`src/rtl/writeback_regfile_if.sv`:
```
// MEM/WB entry, decode read ports and writeback
// observation signals bundled for the writeback stage.
interface writeback_regfile_if #(
  parameter int IDX_W  = 5,
  parameter int WORD_W = 32
);
  logic              valid_i;
  logic [1:0]        rfInSel_i;
  logic [IDX_W-1:0]  wsel_i;
  logic              rfWEN_i;
  logic [WORD_W-1:0] aluout_i;
  logic [WORD_W-1:0] dmemload_i;
  logic [WORD_W-1:0] pipe_npc_i;
  logic [WORD_W-1:0] lui32_i;
  logic              halt_i;
  logic [IDX_W-1:0]  rsel1_i;
  logic [IDX_W-1:0]  rsel2_i;
  logic [WORD_W-1:0] rdat1_o;
  logic [WORD_W-1:0] rdat2_o;
  logic [WORD_W-1:0] wdat_o;
  logic              wen_o;
  logic              halted_o;
  logic [31:0]       retired_o;

  modport master (
    output valid_i, rfInSel_i, wsel_i, rfWEN_i,
    output aluout_i, dmemload_i, pipe_npc_i,
    output lui32_i, halt_i, rsel1_i, rsel2_i,
    input  rdat1_o, rdat2_o, wdat_o, wen_o,
    input  halted_o, retired_o
  );

  modport slave (
    input  valid_i, rfInSel_i, wsel_i, rfWEN_i,
    input  aluout_i, dmemload_i, pipe_npc_i,
    input  lui32_i, halt_i, rsel1_i, rsel2_i,
    output rdat1_o, rdat2_o, wdat_o, wen_o,
    output halted_o, retired_o
  );
endinterface

```
`src/rtl/writeback_regfile.sv`:
```
// Writeback stage: selects the result, commits it to the
// register file, bypasses reads, latches halt, counts retires.
module writeback_regfile #(
  parameter int NREGS  = 32,
  parameter int WORD_W = 32
) (
  input logic                 CLK,
  input logic                 nRST,
  writeback_regfile_if.slave  wb
);
  localparam int IDX_W = $clog2(NREGS);

  logic [WORD_W-1:0] regs_q [NREGS];
  logic              halted_q, halted_d;
  logic [31:0]       retired_q, retired_d;
  logic [WORD_W-1:0] wdat;
  logic              wen;
  logic              retire;

  always_comb begin
    wdat = '0;
    unique case (wb.rfInSel_i)
      2'd0: wdat = wb.aluout_i;
      2'd1: wdat = wb.dmemload_i;
      2'd2: wdat = wb.pipe_npc_i;
      2'd3: wdat = wb.lui32_i;
      default: wdat = '0;
    endcase
  end

  // nRST gates the bypass so reads stay zero while in reset
  assign wen = nRST & wb.valid_i & wb.rfWEN_i
             & (wb.wsel_i != '0) & ~halted_q;

  assign retire = wb.valid_i & ~halted_q;

  always_comb begin
    halted_d  = halted_q;
    retired_d = retired_q;
    if (wb.valid_i && wb.halt_i && !halted_q)
      halted_d = 1'b1;
    if (retire)
      retired_d = retired_q + 32'd1;
  end

  always_ff @(posedge CLK or negedge nRST) begin
    if (!nRST) begin
      for (int i = 0; i < NREGS; i++)
        regs_q[i] <= '0;
      halted_q  <= 1'b0;
      retired_q <= '0;
    end else begin
      if (wen)
        regs_q[wb.wsel_i] <= wdat;
      halted_q  <= halted_d;
      retired_q <= retired_d;
    end
  end

  always_comb begin
    wb.rdat1_o = regs_q[wb.rsel1_i];
    if (wb.rsel1_i == IDX_W'(0))
      wb.rdat1_o = '0;
    else if (wen && wb.wsel_i == wb.rsel1_i)
      wb.rdat1_o = wdat;
  end

  always_comb begin
    wb.rdat2_o = regs_q[wb.rsel2_i];
    if (wb.rsel2_i == IDX_W'(0))
      wb.rdat2_o = '0;
    else if (wen && wb.wsel_i == wb.rsel2_i)
      wb.rdat2_o = wdat;
  end

  assign wb.wdat_o    = wdat;
  assign wb.wen_o     = wen;
  assign wb.halted_o  = halted_q;
  assign wb.retired_o = retired_q;
endmodule

```
`src/flat_wrapper.sv`:
```
// flat-port wrapper written by rule: the top's interface ports become plain ports
module writeback_regfile_flat 
#(
  parameter int NREGS  = 32,
  parameter int WORD_W = 32
)
  (CLK, nRST, wb_valid_i, wb_rfInSel_i, wb_wsel_i, wb_rfWEN_i, wb_aluout_i, wb_dmemload_i, wb_pipe_npc_i, wb_lui32_i, wb_halt_i, wb_rsel1_i, wb_rsel2_i, wb_rdat1_o, wb_rdat2_o, wb_wdat_o, wb_wen_o, wb_halted_o, wb_retired_o);
  writeback_regfile_if #(.WORD_W(WORD_W)) wb_i ();
  input logic CLK;
  input logic nRST;
  input wire logic [$bits(wb_i.valid_i)-1:0] wb_valid_i;
  input wire logic [$bits(wb_i.rfInSel_i)-1:0] wb_rfInSel_i;
  input wire logic [$bits(wb_i.wsel_i)-1:0] wb_wsel_i;
  input wire logic [$bits(wb_i.rfWEN_i)-1:0] wb_rfWEN_i;
  input wire logic [$bits(wb_i.aluout_i)-1:0] wb_aluout_i;
  input wire logic [$bits(wb_i.dmemload_i)-1:0] wb_dmemload_i;
  input wire logic [$bits(wb_i.pipe_npc_i)-1:0] wb_pipe_npc_i;
  input wire logic [$bits(wb_i.lui32_i)-1:0] wb_lui32_i;
  input wire logic [$bits(wb_i.halt_i)-1:0] wb_halt_i;
  input wire logic [$bits(wb_i.rsel1_i)-1:0] wb_rsel1_i;
  input wire logic [$bits(wb_i.rsel2_i)-1:0] wb_rsel2_i;
  output wire logic [$bits(wb_i.rdat1_o)-1:0] wb_rdat1_o;
  output wire logic [$bits(wb_i.rdat2_o)-1:0] wb_rdat2_o;
  output wire logic [$bits(wb_i.wdat_o)-1:0] wb_wdat_o;
  output wire logic [$bits(wb_i.wen_o)-1:0] wb_wen_o;
  output wire logic [$bits(wb_i.halted_o)-1:0] wb_halted_o;
  output wire logic [$bits(wb_i.retired_o)-1:0] wb_retired_o;
  assign wb_i.valid_i = wb_valid_i;
  assign wb_i.rfInSel_i = wb_rfInSel_i;
  assign wb_i.wsel_i = wb_wsel_i;
  assign wb_i.rfWEN_i = wb_rfWEN_i;
  assign wb_i.aluout_i = wb_aluout_i;
  assign wb_i.dmemload_i = wb_dmemload_i;
  assign wb_i.pipe_npc_i = wb_pipe_npc_i;
  assign wb_i.lui32_i = wb_lui32_i;
  assign wb_i.halt_i = wb_halt_i;
  assign wb_i.rsel1_i = wb_rsel1_i;
  assign wb_i.rsel2_i = wb_rsel2_i;
  assign wb_rdat1_o = wb_i.rdat1_o;
  assign wb_rdat2_o = wb_i.rdat2_o;
  assign wb_wdat_o = wb_i.wdat_o;
  assign wb_wen_o = wb_i.wen_o;
  assign wb_halted_o = wb_i.halted_o;
  assign wb_retired_o = wb_i.retired_o;
  writeback_regfile #(.NREGS(NREGS), .WORD_W(WORD_W)) u_core (.CLK(CLK), .nRST(nRST), .wb(wb_i));
endmodule
```
`config.mk`:
```
export PLATFORM = sky130hd
export DESIGN_NAME = writeback_regfile_flat
export DESIGN_NICKNAME = d
export VERILOG_FILES = /design/src/rtl/writeback_regfile_if.sv /design/src/rtl/writeback_regfile.sv /design/src/flat_wrapper.sv
export SDC_FILE = /design/constraint.sdc
export NUM_CORES = 2
export LEC_CHECK = 0
export CAP_MARGIN = 0
export CORE_MARGIN = 8
export CORE_UTILIZATION = 42
export DETAILED_ROUTE_END_ITERATION = 6
export GPL_ROUTABILITY_DRIVEN = 0
export PLACE_DENSITY = 0.61
export SYNTH_ARGS = -nofsm -noshare
export SYNTH_HDL_FRONTEND = slang
export SYNTH_SLANG_ARGS = --single-unit
```
`constraint.sdc`:
```
create_clock -name CLK -period 3.5 [get_ports CLK]
set_clock_uncertainty 0.1 [all_clocks]
set_input_delay 0.7 -clock CLK [delete_from_list [all_inputs] [get_ports CLK]]
set_output_delay 0.7 -clock CLK [all_outputs]
set_load 0.02 [all_outputs]
```
==> impl_metrics.toml <==
[floorplanning]
initial_core_util = 0.4220
pin_count = 280
rows = 134
floorplan.die.height_um = 381.5
core-area_sq_mm = 0.1330
die_area_sq_mm = 0.1455
die_x_um = 381.5

[yosys]
synthesis.area_sq_mm = 0.05610
yosysMostFrequentCell = "nand2_1"
ys.flop_type = "dfrtp_1"
ys.warnings.count = 0
syn_nets = 5530
synthCells = 5379
synth_edf_count = 0
synthTopCellsByCount = "1,114 x nand2_1, 1,057 x dfrtp_1, 869 x o21ai_0"
synth_area_leaders = "dfrtp_1 47%, mux4_2 13%, o21ai_0 7.8%"
synth_cell_type_count = 59
synth_top_area_frac = 0.4715
yosysSeqAreaShare = 0.4715
yosys_register_bits = 1057
async_flop_share = 1.000
avgSynthCellArea_sq_um = 10.43
yosysTopAreaCell = "dfrtp_1"

[critical_path]
startpoint_type = "flip-flop"
critPathKind = "flip-flop to output pin"
crit_path_max_fanout = 6
r2r_setup_slack_ns = 0.82
cpMostUsedCell = "buf_6"
crit_chain = "nand4b_1, buf_6, a2111o_1, or2_4, buf_4, buf_8, and3_1, a221oi_4, buf_6"
end_kind = "output pin"
required_ns = 2.70
r2r_start = "u_core.wb.halted_o$_DFFE_PN0P_"
cpMaxStageDelayCell = "nand4b_1"
path_buf_inv = 4
crit_family = "simple AND/OR/NAND/NOR gates"
ff2ff_path_depth = 10
slowest_delay_ns = 0.51
r2r_end = "u_core.regs_q[45]$_DFFE_PN0P_"
cp.arrival_ns = 3.65

[status]
violations = "negative setup slack"
outcome = "finished, violations left"

[grt]
grt_pass1_vias = 45984
use_met2 = 0.4324
grt_pass1_wl_um = 318300
grt_use_total = 0.2915
met1_usage = 0.3972
met3_usage = 0.08340
overflow = 0
busiest_layer = "met2"
grt_max_degree = 152
antenna_found_initial = 10

[placement]
place_area_sq_mm = 0.06514
io_buffers = 279
pre_cts_ws_ns = -1.573
dpl.hpwl_um = 148400

[sta]
relSlewSlack = 0.3699
fin_ws_ns = -0.9515
whs_ns = 0.2176
slew_violations = 0
grt_setup_unrepaired = "yes"
fmax_mhz = 224.6
setup_violations = 64
tightest_slew_ns = 0.9452
min_period_ns = 4.452
hold_viol_final = 0
period_share = 1.272

[worst_hold_path]
holdCritStartpoint = "wb_valid_i"
whs_endpoint = "u_core.wb.halted_o$_DFFE_PN0P_"
hp-class = "input pin to flip-flop"
worstHoldPathCells = 3

[final_layout]
nets = 5986
utilization = 0.5327
design_area_sq_mm = 0.07082
drive_gt1_frac = 0.2463
areaGrowthSynthToFinish_pct = 26.23

[power]
p_per_area_mw_per_mm2 = 408.0
p_int_uw = 21200
power.switching_uw = 7698
clock_power_share = 0.436
seqPwrFrac = 0.431
peakVddDrop_uv = 368.7
combPwrFrac = 0.132
p_total_uw = 28890
switching_share = 0.2664
p_leak_uw = 0.03113

[detailed_routing]
vias = 47155
wire_per_inst_um = 28.55
drt_iter0_drc = 5282
drc_errors = 0
ant_nets = 0
viasPerCell = 6.122
wirelength_um = 219900
drt_pre_antenna_iters = 7

[clocking]
clk_pin_slew_worst_paths_ns = 0.06
ctsRootBufferMaster = "clkbuf_16"
cts_tree = "yes"
cts_max_path_buffers = 3
insertion_delay_ns = 0.73
htreeDepth = 3
numCtsBuffers = 112
cts_sinks = 1057

[job]
drv_cap = 0
final cells by class:
cell class,instances,area [sq um]
fillers,11527,62140
multi-input cells,3709,28180
flip-flops and latches,1057,26450
repair buffers,919,9960
clock buffers,164,3319
well taps,1768,2212
clock inverters,46,551.8
inverters,36,138.9
diodes,3,7.507
placed cells by master, fill, tap and decap left out, types with 30 or more instances in the layout:
cell and n:
a22o_1 94, clkbuf_8 30, buf_12 167, a31oi_1 32
dfrtp_1 1057, nor2_1 43, a221oi_2 38, mux2i_1 417
o21ai_0 862, buf_6 77, mux4_2 321, a22oi_1 116
o21ai_1 177, nand3_1 83, nand2_1 1083, a211oi_1 32
nor2b_1 34, inv_1 34, a21oi_1 54, clkbuf_16 115
buf_4 451, clkdlybuf4s50_1 195
worst max-delay path by stage:
stage	startpoint	endpoint	slack, ns	cells after the start
floorplan	wb_rfWEN_i	wb_rdat2_o[12]	0.06	7
global placement	wb_valid_i	wb_rdat2_o[4]	-1.60	10
detailed placement	wb_valid_i	wb_rdat2_o[4]	-1.57	10
CTS	u_core.wb.halted_o$_DFFE_PN0P_	wb_rdat1_o[3]	-1.13	9
global route	u_core.wb.halted_o$_DFFE_PN0P_	wb_rdat1_o[16]	-1.06	10
finish	u_core.wb.halted_o$_DFFE_PN0P_	wb_rdat1_o[20]	-0.95	9
per-layer routing:
metal  share of wire  vias up  wire length, um
met1            0.40    23673            88160
met5         0.00014        -               31
li1                -    20334                -
met3            0.11      596            24850
met2            0.44     2548            95920
met4           0.050        4            10910
state kept, by name, indices dropped and copies added, names as in the netlist:
signal / flops
u_core.regs_q: 1024
u_core.wb.halted_o: 1
u_core.wb.retired_o: 32
power by group through the flow:
stage / logic [uW] / clock network (uW) / registers [uW]
after floorplan: 1600 / 0 / 12700
after global placement: 3640 / 0 / 12700
after detailed placement: 3650 / 0 / 12700
after CTS: 3700 / 12700 / 12500
after global routing: 4010 / 13200 / 12500
final: 3830 / 12600 / 12500
repair_timing:
action                     CTS  global route
hold endpoints to repair    37             0
hold buffers                 1             0
pin swaps                   31            60
resized for setup          168           204
buffers inserted            11            49
setup endpoints to repair   68            71
cloned                       0             2
cells by family after synthesis:
logic type	after synthesis	synth area share
compound gates	1536	0.1626
xor+xnor	41	0.006401
fa+ha+maj	1	0.0002230
buf+inv	613	0.05069
flops	1057	0.4715
mux	771	0.2099
simple gates	1360	0.09871
worst min-delay path: stages:
cell and delay [ns]:
dlymetal6s2s_1 0.10, buf_4 0.11, a21o_1 0.10
through the flow:
stage / TNS [ns] / cells
detailed placement: -71.84 / 7433
CTS: -61.78 / 7654
global route: -54.39 / 7699
global placement: -73.96 / 7433
finish: -50.46 / 7702
floorplan: 0 / 5379
No activity file was read; power rests on OpenSTA's default activity.
